File: src/rtl/fetch_stage.sv
// fetch_stage: PC owner, byte-wide instruction fetch and IF/ID register.
// Assembles 1- or 2-byte instructions (opcode, then optional immediate byte)
// for Decode and accepts PC redirects from Execute (branch) and Memory (RET/RTI).
// Optional interrupt entry is compiled in when the macro FETCH_IRQ_EN is defined;
// without it irq is ignored and irq_ack / irq_ret_pc stay 0.
module fetch_stage #(
    parameter logic [7:0]  RESET_VECTOR  = 8'h00,
    parameter logic [15:0] TWO_BYTE_MASK = 16'h1000,
    parameter logic [7:0]  IRQ_VECTOR    = 8'h01
) (
    input  logic       clk,
    input  logic       rst,
    input  logic       stall_F,
    input  logic       stall_D,
    input  logic       flush_D,
    input  logic       branch_taken_E,
    input  logic [7:0] branch_target_E,
    input  logic       pc_load_M,
    input  logic [7:0] pc_value_M,
    output logic [7:0] imem_addr,
    input  logic [7:0] imem_data,
    output logic [7:0] instr_D,
    output logic [7:0] imm_D,
    output logic [7:0] pc_plus_D,
    output logic       valid_D,
    output logic       is_2byte_D,
    input  logic       irq,
    output logic       irq_ack,
    output logic [7:0] irq_ret_pc
);

    // Assembly state: waiting for an opcode, or for the immediate that follows it.
    localparam logic [0:0] FETCH_OP  = 1'b0;
    localparam logic [0:0] FETCH_IMM = 1'b1;

    localparam logic [7:0] NOP_OPCODE = 8'h00;

    logic [7:0] r_pc;
    logic [7:0] r_instr;
    logic [7:0] r_imm;
    logic [7:0] r_pc_plus;
    logic       r_valid;
    logic [0:0] r_pending;
    logic       r_irq_ack;
    logic [7:0] r_irq_ret_pc;

    logic [7:0] w_pc_inc;
    logic       w_opcode_2byte;
    logic       w_irq_take;

    // PC increment wraps naturally at 8 bits (FF -> 00).
    assign w_pc_inc       = r_pc + 8'd1;
    assign w_opcode_2byte = TWO_BYTE_MASK[imem_data[7:4]];

`ifdef FETCH_IRQ_EN
    // Interrupt entry only in a clean opcode slot, so a 2-byte instruction is never split;
    // requiring irq_ack low makes a held irq re-enter at most every other cycle.
    assign w_irq_take = irq && !r_irq_ack && (r_pending == FETCH_OP) && stall_F && stall_D &&
                        !flush_D && !branch_taken_E && !pc_load_M;
`else
    // Interrupts compiled out: entry can never happen, ack and saved PC remain 0.
    assign w_irq_take = irq & 1'b0;
`endif

    // Prioritised PC / IF/ID update: redirects, flush, immediate completion, stall, fetch.
    always_ff @(posedge clk or posedge rst) begin
        if (rst) begin
            r_pc         <= RESET_VECTOR;
            r_instr      <= 8'h00;
            r_imm        <= 8'h00;
            r_pc_plus    <= 8'h00;
            r_valid      <= 1'b0;
            r_pending    <= FETCH_OP;
            r_irq_ack    <= 1'b0;
            r_irq_ret_pc <= 8'h00;
        end else begin
            r_irq_ack <= 1'b0;
            if (pc_load_M) begin
                r_pc      <= pc_value_M;
                r_instr   <= NOP_OPCODE;
                r_valid   <= 1'b0;
                r_pending <= FETCH_OP;
            end else if (branch_taken_E) begin
                r_pc      <= branch_target_E;
                r_instr   <= NOP_OPCODE;
                r_valid   <= 1'b0;
                r_pending <= FETCH_OP;
            end else if (flush_D) begin
                // With stall_F low (waiting on a return) the PC must not move.
                if (stall_F) begin
                    r_pc <= w_pc_inc;
                end
                r_instr   <= NOP_OPCODE;
                r_valid   <= 1'b0;
                r_pending <= FETCH_OP;
            end else if (r_pending == FETCH_IMM) begin
                // Hazard stalls are ignored here; the instruction must finish assembling.
                r_imm     <= imem_data;
                r_pc      <= w_pc_inc;
                r_pending <= FETCH_OP;
            end else if (!stall_F || !stall_D) begin
                r_pc <= r_pc;
            end else if (w_irq_take) begin
                r_pc         <= IRQ_VECTOR;
                r_irq_ret_pc <= r_pc;
                r_irq_ack    <= 1'b1;
                r_instr      <= NOP_OPCODE;
                r_valid      <= 1'b0;
                r_pending    <= FETCH_OP;
            end else begin
                r_instr   <= imem_data;
                r_pc_plus <= w_pc_inc;
                r_valid   <= 1'b1;
                r_imm     <= 8'h00;
                r_pending <= w_opcode_2byte ? FETCH_IMM : FETCH_OP;
                r_pc      <= w_pc_inc;
            end
        end
    end

    assign imem_addr  = r_pc;
    assign instr_D    = r_instr;
    assign imm_D      = r_imm;
    assign pc_plus_D  = r_pc_plus;
    assign valid_D    = r_valid;
    assign is_2byte_D = (r_pending == FETCH_IMM);
    assign irq_ack    = r_irq_ack;
    assign irq_ret_pc = r_irq_ret_pc;

endmodule

File: config.mk
export PLATFORM = sky130hd
export DESIGN_NAME = fetch_stage
export DESIGN_NICKNAME = d
export VERILOG_FILES = /design/src/rtl/fetch_stage.sv
export SDC_FILE = /design/constraint.sdc
export NUM_CORES = 1
export LEC_CHECK = 0
export ABC_AREA = 1
export CAP_MARGIN = 10
export CORE_MARGIN = 2
export CORE_UTILIZATION = 40
export CTS_BUF_LIST = sky130_fd_sc_hd__clkbuf_8
export CTS_CLUSTER_SIZE = 40
export DETAILED_ROUTE_END_ITERATION = 10
export PLACE_DENSITY = 0.79
export SYNTH_ARGS = -nofsm -noshare
export SYNTH_HDL_FRONTEND = slang
export SYNTH_SLANG_ARGS = --single-unit
File: constraint.sdc
create_clock -name clk -period 1.3 [get_ports clk]
set_input_delay 0.195 -clock clk [delete_from_list [all_inputs] [get_ports clk]]
set_output_delay 0.195 -clock clk [all_outputs]
set_load 0.02 [all_outputs]
# Yosys cells after proc, flatten, opt, wreduce, memory -nomap -nowiden
# Memories as Yosys holds them, arrays and structs flattened.
# Cells that the tools add are included.
[totals] reg_bits=34 ramBits=0 memories=1 latchBits=0 mem_bits_ro=16 in_bits=32
[mem_list] memory="(name not given)" depth=16 width=1 read_ports=1 rd_clocked_by_memory_dff=0 wr=0 line="53" rtl="assign w_opcode_2byte = TWO_BYTE_MASK[imem_data[7:4]];"
[classes] reduce_logical=7 div_mod_pow=0 n_shift=0 n_mul=0 n_bitwise=5 mux=25 n_eq_ne=5 add_sub_neg=1 magnitude_cmp=1
[op_table] op="$mux W8" n=13
[op_table] op="$mux W1" n=12
[op_table] op="$add A8 B1 Y8 const B" n=1
[op_table] op="$ne A4 B4 Y1 const B" n=2
[op_table] op="$lt A4 B5 Y1 const B" n=1
[op_table] op="$ne A5 B5 Y1 const B" n=1
[op_table] op="$not A1 Y1" n=5
[op_table] op="$reduce_and A5 Y1" n=1
[op_table] op="$ne A4 B2 Y1 const B" n=1
[op_table] op="$reduce_and A2 Y1" n=2
[op_table] op="$reduce_and A4 Y1" n=1
[op_table] op="$logic_not A1 Y1" n=2
[op_table] op="$ne A2 B2 Y1 const B" n=1
[op_table] op="$logic_or A1 B1 Y1" n=1

# Logic depth before layout (Yosys ltp)
[logic_depth] word_depth=8 ltp_mapped=8 ltp_nobuf=8

# Worst setup path after synthesis
# OpenSTA, ideal clock, no wires.
[synth_path] kind="reg-to-reg" start="register r_pc[0], in the netlist imem_addr[0]" end="register r_pc[4], in the netlist imem_addr[4]" setup_slack_ns=-0.164 period_less_slack_ns=1.464 t_required_ns=1.223 t_arrival_ns=1.387 path_stages_with_launch=7 path_buffers=0 path_cell_list="dfrtp_1 ha_1 nand3_1 or2_2 nand3_1 nand2_1 a21oi_1"
[synth_between] elab_chain_cells=6 word_cells_on_any_way=7 cone_classes="add/sub (1); mux (6)"
[synth_rtl] item="start: declaration" line="38" rtl="logic [7:0] r_pc;"
[synth_rtl] item="start signal: assignment" line="79" rtl="r_pc <= pc_value_M;"
[synth_rtl] item="start signal: assignment" line="84" rtl="r_pc <= branch_target_E;"
[synth_rtl] item="start signal: assignment" line="91" rtl="r_pc <= w_pc_inc;"
[synth_rtl] item="$add A8 B1 Y8 *" line="52" rtl="assign w_pc_inc = r_pc + 8'd1;"
[synth_rtl] item="$mux W8" line="101" rtl="end else if (!stall_F || !stall_D) begin"
[synth_rtl] item="$mux W8" line="96" rtl="end else if (r_pending == FETCH_IMM) begin"
[synth_rtl] item="$mux W8 *" line="88" rtl="end else if (flush_D) begin"
[synth_rtl] item="$mux W8 *" line="83" rtl="end else if (branch_taken_E) begin"
[synth_rtl] item="$mux W8 *" line="78" rtl="if (pc_load_M) begin"
# Mark *: on every way between the ends. The rest lies on a longest branch, timed or not. The select of a mux whose other input is x is not followed.
# A chain may end at the register's enable or synchronous reset.

# Worst setup path in the final report
[layout_path] start="register r_pc[0], in the netlist imem_addr[0]" end="output port imem_addr[0]"
[layout_rtl] item="end: declaration" line="20" rtl="output logic [7:0] imem_addr,"
# No word-level cell between the ends.

==> metrics.txt <==
status finished, final reports clean; Hold Crit Class input pin to asynchronous set/reset pin; CP Launch Type flip-flop; Cell Count, Final, Fillers Out 367; total wire length approximately 4.7 mm; fin nets about 350; Final Hold Fails 0; DRC 0; CTS root buf clkbuf_8; Die ar. 5000 µm²; total global routing overflow 0; RSZ-0062 raised after global routing yes; worst vdd ir 0.588 mV; MaxCap Viol Count 0; WP buf/inv 1; DP Cell Count approximately 350; worst r2r src imem_addr[0]$_DFFE_PP0P_; dpl ws -0.304 ns; Reg clk slew, reported paths roughly 0.070 ns; leakage power 1.44 nW; first-pass GRT wire length 7.73 mm; critical-path cell list dlygate4sd2_1; post-synth top area cell dfrtp_1; CP required 1.11 ns; Initial Utilization 41.2%; Setup violations, final 0; core box area ~4300 µm²; DRT Pass-1 Iters 4; clk_lat worst skew 0.28 ns; Worst setup startpoint imem_addr[0]$_DFFE_PP0P_; Ys Warns 0; CTS tree done; crit end category output port; flops & latches, synth 34; Synth async-reset ratio 100%; post-synthesis adder-cell area fraction 0.702%; fin area 2740 µm²; post-route minimum period 1.29 ns; Final HPWL DP 3.56 mm; area grow syn2layout 53.9%; routability cong. 0.853; final cycle utilization of the critical path 99.1%; CTS Hold Buffers Added 0; Setup Crit Path Kind flip-flop to output port; H-tree levels 2; DR vias/cell ~5; Placed Area 2590 µm²; EDFF count, synth 0; per-cell routed wire length 12.7 µm; final setup margin 0.0120 ns; vias in the first global route 1677; Compound-Gate Fraction of Synth Area 14.7%; ys flop type dfrtp_1; Avg Cell Area, Syn between 8 and 9 µm²; Final Max Tran Viols 0; share of layout cells above drive strength 1 19.7%; pin count of the biggest net entering global routing 35; antenna diode count 0; post-synthesis mux area share 0%; delay-heaviest family, CP flip-flops; top post-synthesis cells by area dfrtp_1 48%, nand2_1 8.6%, nor2_1 6.7%, inv_1 6.3%, o21ai_0 3.9%; I/O Pins 75; largest family of logic cells by synthesized area simple AND/OR/NAND/NOR gates; synthesized area 1780 µm²; clock sink count 34; I/O Buffers 64; Netlist cell types 27; Vias 1783; ANT nets after route 0; Synth Instances ~220; Synth Area in XOR/XNOR 0.983%; GRT Util Overall a little under a fifth; # rows 24; PD cells 1030 nW/µm²; Arr. time, crit path 1.09 ns; CTS max path bufs 2; register area share after synthesis 47.8%; Die Ht 70.7 µm; initial antenna violation count 0; clock skew about 0.013 ns; Crit Path Max Fanout 6; highest clock rate 0.776 GHz; CTS buffer count 5; die width slightly above 70 µm; CP max stage delay 0.47 ns; Crit-path slowest cell dfrtp_2; top cell type's share of synthesized area 47.8%; initial drt markers 114; Synth Area in Simple Gates 23.2%
==> cell usage after synthesis, types with 2 or more instances <==
cell / n
o21ai_0: 14
a31oi_1: 5
nand3_1: 13
a21oi_1: 10
nand2_2: 2
inv_1: 30
xor2_1: 2
nand2_1: 41
dfrtp_1: 34
buf_2: 3
o211ai_1: 2
nor2_1: 32
buf_6: 2
o22ai_1: 6
buf_4: 9
o31ai_1: 6
==> where the power goes <==
part	switching [mW]	internal (mW)
clock	0.362	0.363
combinational	0.482	0.379
sequential	0.0778	1.17
total	0.921	1.91
==> layout by cell type, fill, tap and decap left out <==
master and count:
clkbuf_8 5, nor3_2 1, a31oi_1 5, a21oi_2 3, dlygate4sd2_1 33, conb_1 9, inv_1 29, ha_4 1
inv_2 3, o21ai_1 1, clkinv_2 2, o22ai_1 6, buf_12 1, xor2_1 2, nand2_2 3, clkbuf_2 1
or2_4 1, dfrtp_2 3, clkdlybuf4s50_1 27, nor2_2 3, o21ai_0 12, nand2_1 40, buf_6 2, dlymetal6s2s_1 3
dfrtp_1 31, a21oi_1 7, nor2_4 2, nand3_1 11, o211ai_1 2, o31ai_1 6, buf_2 1, nor3_4 1
o21ai_2 3, buf_4 22, nand3_2 2, nor2_1 29, nand2_4 2
==> flip-flops by register name (all words and copies together), names as in the netlist <==
signal      cells
is_2byte_D      1
imem_addr       8
pc_plus_D       8
imm_D           8
valid_D         1
instr_D         8
==> path summary, 6_finish.rpt <==
check	to	slack, ns	cells past startpoint
worst max-delay path	imem_addr[0]	0.01	1
worst min-delay path	imm_D[0]$_DFFE_PP0P_	0.25	3
worst max register to register	imem_addr[4]$_DFFE_PP0P_	0.04	6
worst min register to register	pc_plus_D[2]$_DFFE_PP0P_	0.47	2
max in group asynchronous	imem_addr[0]$_DFFE_PP0P_	0.85	3
min in group clk	imem_addr[2]$_DFFE_PP0P_	0.42	3
==> tightest hold or removal path, cell delays in order <==
cell	delay, ns
clkdlybuf4s50_1	0.39
inv_1	0.09
buf_12	0.21
==> cell families after synthesis <==
group,Yosys count
AOI/OAI and AO/OA,45
xor gates and xnor gates,2
adders and majority gates,1
buffers and inverters,45
DFF,34
other,1
and+or+nand+nor,94
==> per-stage QoR <==
stage / hold slack, ns / TNS [ns] / utilization [%] / total power, mW
6_report: 0.254 / 0 / 63.4 / 2.83
5_1_grt: 0.290 / -0.119 / 63.4 / 2.99
4_1_cts: 0.257 / 0 / 61.3 / 2.82
3_5_place_dp: 0.467 / -7.77 / 60.0 / 2.16
3_3_place_gp: 0.455 / -7.30 / 60.0 / 2.15
2_1_floorplan: 0.316 / 0 / - / 1.72
==> area by class of cell <==
cell class | count | area [µm²]
clock buffers | 5 | 68.8
clock inverters | 3 | 13.8
multi-input cells | 152 | 810
repair buffers | 90 | 815
inverters | 31 | 116
well taps | 52 | 65.1
fillers | 370 | 1580
flip-flops and latches | 34 | 855
==> timing repair <==
item,in CTS,in global routing
setup endpoints to repair,41,23
setup buffers,2,3
gates resized for setup,35,25
gates cloned,0,2
pin swaps,0,5
==> metal layers <==
layer  global-route usage [%]  wire length (µm)  vias up
met5                        0                 0        -
met4                     6.29                62        0
met3                     2.99               284        6
met2                     30.9              2350       57
met1                     26.7              1970      830
li1                         -                 -      890
No activity file was read; power rests on OpenSTA's default activity.
